--- src/rtl/regfile_mp_pkg.sv ---
// Shared defaults and helpers for the multi-port register file.
// Zero latency, no backpressure. Used by regfile_mp and regfile_mp_sb.
package regfile_mp_pkg;

  localparam int DW_DEFAULT     = 32;
  localparam int DEPTH_DEFAULT  = 32;
  localparam int NUM_RD_DEFAULT = 2;
  localparam int NUM_WR_DEFAULT = 1;

  // Widest pending vector popcount() accepts; callers zero-extend into it.
  localparam int POP_MAX = 1024;

  // Never returns less than 1, so a 2-entry file still gets a 1-bit address.
  function automatic int clog2_safe(input int n);
    return (n <= 2) ? 1 : $clog2(n);
  endfunction

  function automatic int popcount(input logic [POP_MAX-1:0] v);
    int c;
    c = 0;
    for (int k = 0; k < POP_MAX; k++) begin
      c += int'(v[k]);
    end
    return c;
  endfunction

endpackage

--- src/rtl/regfile_mp_sb.sv ---
// Scoreboard: one pending bit per register plus a population count of them.
// Updates on posedge; reserve beats a same-cycle write to the same register. No backpressure.
module regfile_mp_sb
  import regfile_mp_pkg::*;
#(
  parameter int DEPTH    = DEPTH_DEFAULT,
  parameter int NUM_WR   = NUM_WR_DEFAULT,
  parameter int ZERO_REG = 1,
  localparam int AW      = clog2_safe(DEPTH)
) (
  input  logic                 clk,
  input  logic                 rst,
  input  logic [NUM_WR-1:0]    wr_en,
  input  logic [NUM_WR*AW-1:0] wr_addr,
  input  logic                 rsv_en,
  input  logic [AW-1:0]        rsv_addr,
  output logic [DEPTH-1:0]     pend,
  output logic [AW:0]          pend_cnt
);

  logic [DEPTH-1:0] pend_q;
  logic [DEPTH-1:0] pend_nxt;

  always_comb begin
    pend_nxt = pend_q;
    for (int j = 0; j < NUM_WR; j++) begin
      if (wr_en[j]) begin
        pend_nxt[wr_addr[j*AW +: AW]] = 1'b0;
      end
    end
    // Applied after the clears: a newly issued producer supersedes the result landing now.
    if (rsv_en) begin
      pend_nxt[rsv_addr] = 1'b1;
    end
    if (ZERO_REG != 0) begin
      pend_nxt[0] = 1'b0;
    end
  end

  always_ff @(posedge clk or posedge rst) begin
    if (rst) begin
      pend_q <= '0;
    end else begin
      pend_q <= pend_nxt;
    end
  end

  assign pend     = pend_q;
  assign pend_cnt = (AW+1)'(popcount(POP_MAX'(pend_q)));

endmodule

--- src/rtl/regfile_mp.sv ---
// Multi-port register file with pending bits; combinational reads, writes at posedge, no backpressure.
// Defining REGFILE_MP_BYPASS_EN forwards same-cycle write data and pending state to the read ports.
module regfile_mp
  import regfile_mp_pkg::*;
#(
  parameter int DW       = DW_DEFAULT,
  parameter int DEPTH    = DEPTH_DEFAULT,
  parameter int NUM_RD   = NUM_RD_DEFAULT,
  parameter int NUM_WR   = NUM_WR_DEFAULT,
  parameter int ZERO_REG = 1,
  localparam int AW      = clog2_safe(DEPTH)
) (
  input  logic                 clk,
  input  logic                 rst,
  input  logic [NUM_RD*AW-1:0] rd_addr,
  output logic [NUM_RD*DW-1:0] rd_data,
  output logic [NUM_RD-1:0]    rd_busy,
  input  logic [NUM_WR-1:0]    wr_en,
  input  logic [NUM_WR*AW-1:0] wr_addr,
  input  logic [NUM_WR*DW-1:0] wr_data,
  input  logic                 rsv_en,
  input  logic [AW-1:0]        rsv_addr,
  output logic [AW:0]          pend_cnt
);

  logic [DW-1:0]    mem [DEPTH];
  logic [DEPTH-1:0] pend;

  regfile_mp_sb #(
    .DEPTH    (DEPTH),
    .NUM_WR   (NUM_WR),
    .ZERO_REG (ZERO_REG)
  ) u_sb (
    .clk      (clk),
    .rst      (rst),
    .wr_en    (wr_en),
    .wr_addr  (wr_addr),
    .rsv_en   (rsv_en),
    .rsv_addr (rsv_addr),
    .pend     (pend),
    .pend_cnt (pend_cnt)
  );

  // Ports are visited in ascending order, so the last non-blocking write (highest port) wins.
  always_ff @(posedge clk or posedge rst) begin
    if (rst) begin
      for (int k = 0; k < DEPTH; k++) begin
        mem[k] <= '0;
      end
    end else begin
      for (int j = 0; j < NUM_WR; j++) begin
        if (wr_en[j] && !(ZERO_REG != 0 && wr_addr[j*AW +: AW] == '0)) begin
          mem[wr_addr[j*AW +: AW]] <= wr_data[j*DW +: DW];
        end
      end
    end
  end

  always_comb begin
    rd_data = '0;
    rd_busy = '0;
    for (int i = 0; i < NUM_RD; i++) begin
      rd_data[i*DW +: DW] = mem[rd_addr[i*AW +: AW]];
      rd_busy[i]          = pend[rd_addr[i*AW +: AW]];
`ifdef REGFILE_MP_BYPASS_EN
      for (int j = 0; j < NUM_WR; j++) begin
        if (wr_en[j] && wr_addr[j*AW +: AW] == rd_addr[i*AW +: AW]) begin
          rd_data[i*DW +: DW] = wr_data[j*DW +: DW];
          rd_busy[i]          = 1'b0;
        end
      end
      if (rsv_en && rsv_addr == rd_addr[i*AW +: AW]) begin
        rd_busy[i] = 1'b1;
      end
`endif
      if (ZERO_REG != 0 && rd_addr[i*AW +: AW] == '0) begin
        rd_data[i*DW +: DW] = '0;
        rd_busy[i]          = 1'b0;
      end
    end
  end

endmodule
--- config.mk ---
export PLATFORM = sky130hd
export DESIGN_NAME = regfile_mp
export DESIGN_NICKNAME = d
export VERILOG_FILES = /design/src/rtl/regfile_mp_pkg.sv /design/src/rtl/regfile_mp_sb.sv /design/src/rtl/regfile_mp.sv
export SDC_FILE = /design/constraint.sdc
export NUM_CORES = 2
export LEC_CHECK = 0
export CAP_MARGIN = 20
export CORE_AREA = 2 2 325 327
export CTS_CLUSTER_SIZE = 10
export DETAILED_ROUTE_END_ITERATION = 12
export DIE_AREA = 0 0 327 329
export DONT_BUFFER_PORTS = 1
export HOLD_SLACK_MARGIN = 0.03
export MAX_ROUTING_LAYER = met4
export PLACE_DENSITY_LB_ADDON = 0.25
export SETUP_SLACK_MARGIN = 0.05
export SLEW_MARGIN = 0
export SYNTH_ARGS = -nofsm -noshare
export SYNTH_HDL_FRONTEND = slang
export SYNTH_HIERARCHICAL = 1
export SYNTH_SLANG_ARGS = --single-unit
--- constraint.sdc ---
create_clock -name clk -period 33.7 [get_ports clk]
set_input_delay 1.685 -clock clk [delete_from_list [all_inputs] [get_ports clk]]
set_output_delay 1.685 -clock clk [all_outputs]
set_load 0.03 [all_outputs]
==> metrics.cfg <==
[layout]
fin_util = 0.589
fin_nets = 3714
fin_cells = 5049
area_growth_pct = 6.13
register_area_um2 = 26400
n_fill_cell = 7961
drive_gt1_frac = 0.475
final_common_cell = dfrtp_1
final_cell_mix = dfrtp_1 (1,055), mux2_2 (1,037), mux4_2 (379), mux2i_1 (132), clkbuf_16 (119)
fin_area_um2 = 61500
multi_input_area_um2 = 29100

[setup_path]
worstPathArrival_ps = 5900
cp-start-kind = register
rr_endpoint = u_sb/pend[13]
worst_r2r_startpoint = u_sb/pend[13]
r2r_setup_slack_ps = 32880
cp-end-kind = primary output
crit_required_ps = 32010
criticalPathCategory = reg -> out
reg2reg_depth = 2
cp_max_fo = 4

[clock_network]
cts.repair.resized = 0
cts_setup_buffers = 0
cts_buffers = 118
clkLatencyLatePin_ps = 710
path_clk_slew_ps = 60
cts_buffer_depth = 3
cts_hold_buffers = 0
cts_tree = built
cts_sinks = 1055
clock_tree.root_cell = clkbuf_16
htree_levels = 3

[power_and_ir_drop]
p_per_area_nw_per_um2 = 67.5
total_power_mw = 4.15
irDropWorstVdd_uv = 918
p_leak_nw = 26.4

[die]
rows = 119
dieHeight_um = 329
initial_utilization = 0.555
core_um2 = 104000
die-area_um2 = 108000
die_w_um = 327
io_pins = 128

[grt]
grt_pass1_wl_um = 254000
grt_pass1_vias = 36800
grt-ovfl-total = 0
antenna_found_initial = 4
track_usage = 0.333
grt_max_degree = 299

[timing]
setup_viol = 0
hold_viol = 0
period_share = 0.225
grt_setup_unrepaired = no
worst_pin_slew_ps = 1810
fmax_mhz = 132
slew_viol_final = 136
slew_headroom = -0.206
tns_ps = 0
fin_crit_ps = 7580
layout_setup_ws_ps = 26120
whs_ps = 393
skew_ps = 0

[yosys]
ys_seq_area_frac = 0.456
synth_cell_types = 55
synth-seq-cells = 1055
synthesis.area_um2 = 57900
synth.net_count = 3927
synth_ff_type = dfrtp_1
yosysWarnings = 6
synth_edf_count = 0
syn_inst = 3841
synthArstFlopShare = 1.00
avgSynthCellArea_um2 = 15.1

[placed_design]
placed_cells = 4896
placed_area_um2 = 58100
gp_congestion = 0.813
port_buffers = 0
post-dp-hpwl_um = 89200
preCtsSetupSlack_ps = 26830

[min_path]
whs_path_depth = 0
min_path_type = reg -> reg
holdPathEnd = mem[1004]
hold_start = mem[1004]

[outcome]
outcome = finished, violations left
violations = max-slew violations

[routing]
drtPass1Iterations = 7
drt_iter0_markers = 3774
wl_per_cell_um = 34.0
post-route-drc-count = 0
wirelength_um = 172000
via_count = 36300
ant_nets = 0
via_per_inst = 7.20

[run]
cap_violations = 0

worst max-delay path by stage:
stage,start,to,slack (ps)
finish,u_sb/pend[24],pend_cnt[4],26120
global route,u_sb/pend[12],pend_cnt[4],25940
CTS,u_sb/pend[24],pend_cnt[4],26060
detailed placement,u_sb/pend[24],pend_cnt[4],26830
global placement,u_sb/pend[24],pend_cnt[4],26840
floorplan,rst,mem[0],3200
registers in the layout, indices dropped and copies added, names as in the netlist:
register	flops
u_sb/pend	31
mem	1024
per-layer routing:
metal / up-vias / global-route usage / wire (µm)
li1: 14500 / - / -
met1: 19800 / 0.461 / 70900
met2: 1702 / 0.494 / 79300
met3: 372 / 0.0636 / 15000
met4: 0 / 0.121 / 6710
met5: - / - / 0
power by group:
group          internal [mW]  switching [mW]
clock network          0.652           0.508
registers               1.51           0.176
logic                  0.630           0.670
cell type report:
type                       count  area share
sequential                  1055       0.430
antenna                        1   0.0000407
inverter                      29     0.00197
clock inverter                 7     0.00195
clock buffer                 142      0.0512
tap                         1391      0.0283
timing repair buffer          99      0.0136
multi-input combinational   2325       0.473
synthesized netlist by cell type (10+ instances only):
cell type | instances | area (µm²)
clkbuf_8 | 15 | 206
mux2_2 | 1037 | 11700
mux2_1 | 21 | 236
buf_4 | 54 | 405
mux4_1 | 81 | 2130
nor2b_1 | 68 | 425
buf_6 | 57 | 642
nand2_1 | 52 | 195
dfrtp_1 | 1055 | 26400
nand3b_1 | 14 | 105
o21ai_0 | 107 | 536
a221oi_1 | 44 | 385
clkbuf_1 | 162 | 608
inv_1 | 28 | 105
buf_2 | 132 | 661
a211oi_1 | 66 | 495
nor2_1 | 12 | 45.0
a22oi_1 | 66 | 495
o21ai_1 | 70 | 350
mux2i_1 | 132 | 1320
nor2_2 | 10 | 62.6
fa_1 | 23 | 460
o2111ai_1 | 17 | 149
mux4_2 | 379 | 8540
a311oi_1 | 66 | 578
logic make-up (layout without fill, tap and decap cells):
family | after synthesis | in the layout | synth area share
AOI/OAI and AO/OA | 446 | 446 | 0.0535
xor gates and xnor gates | 3 | 3 | 0.000454
adders and majority gates | 30 | 30 | 0.00946
buffers and inverters | 461 | 277 | 0.0477
DFF | 1055 | 1055 | 0.456
muxes | 1652 | 1652 | 0.414
other | 1 | 2 | 0.0000648
and+or+nand+nor | 193 | 193 | 0.0193
critical path, stage by stage (launching register included):
cell     delay, ps
dfrtp_1        420
fa_1           520
fa_1           510
inv_1           50
fa_1           490
inv_1           60
fa_1           490
fa_1           500
inv_1           50
fa_1           470
inv_1           50
fa_1           410
fa_1           470
a21o_1         200
a21oi_1        170
xnor2_1        340
Power figures use the tool's default switching activity.
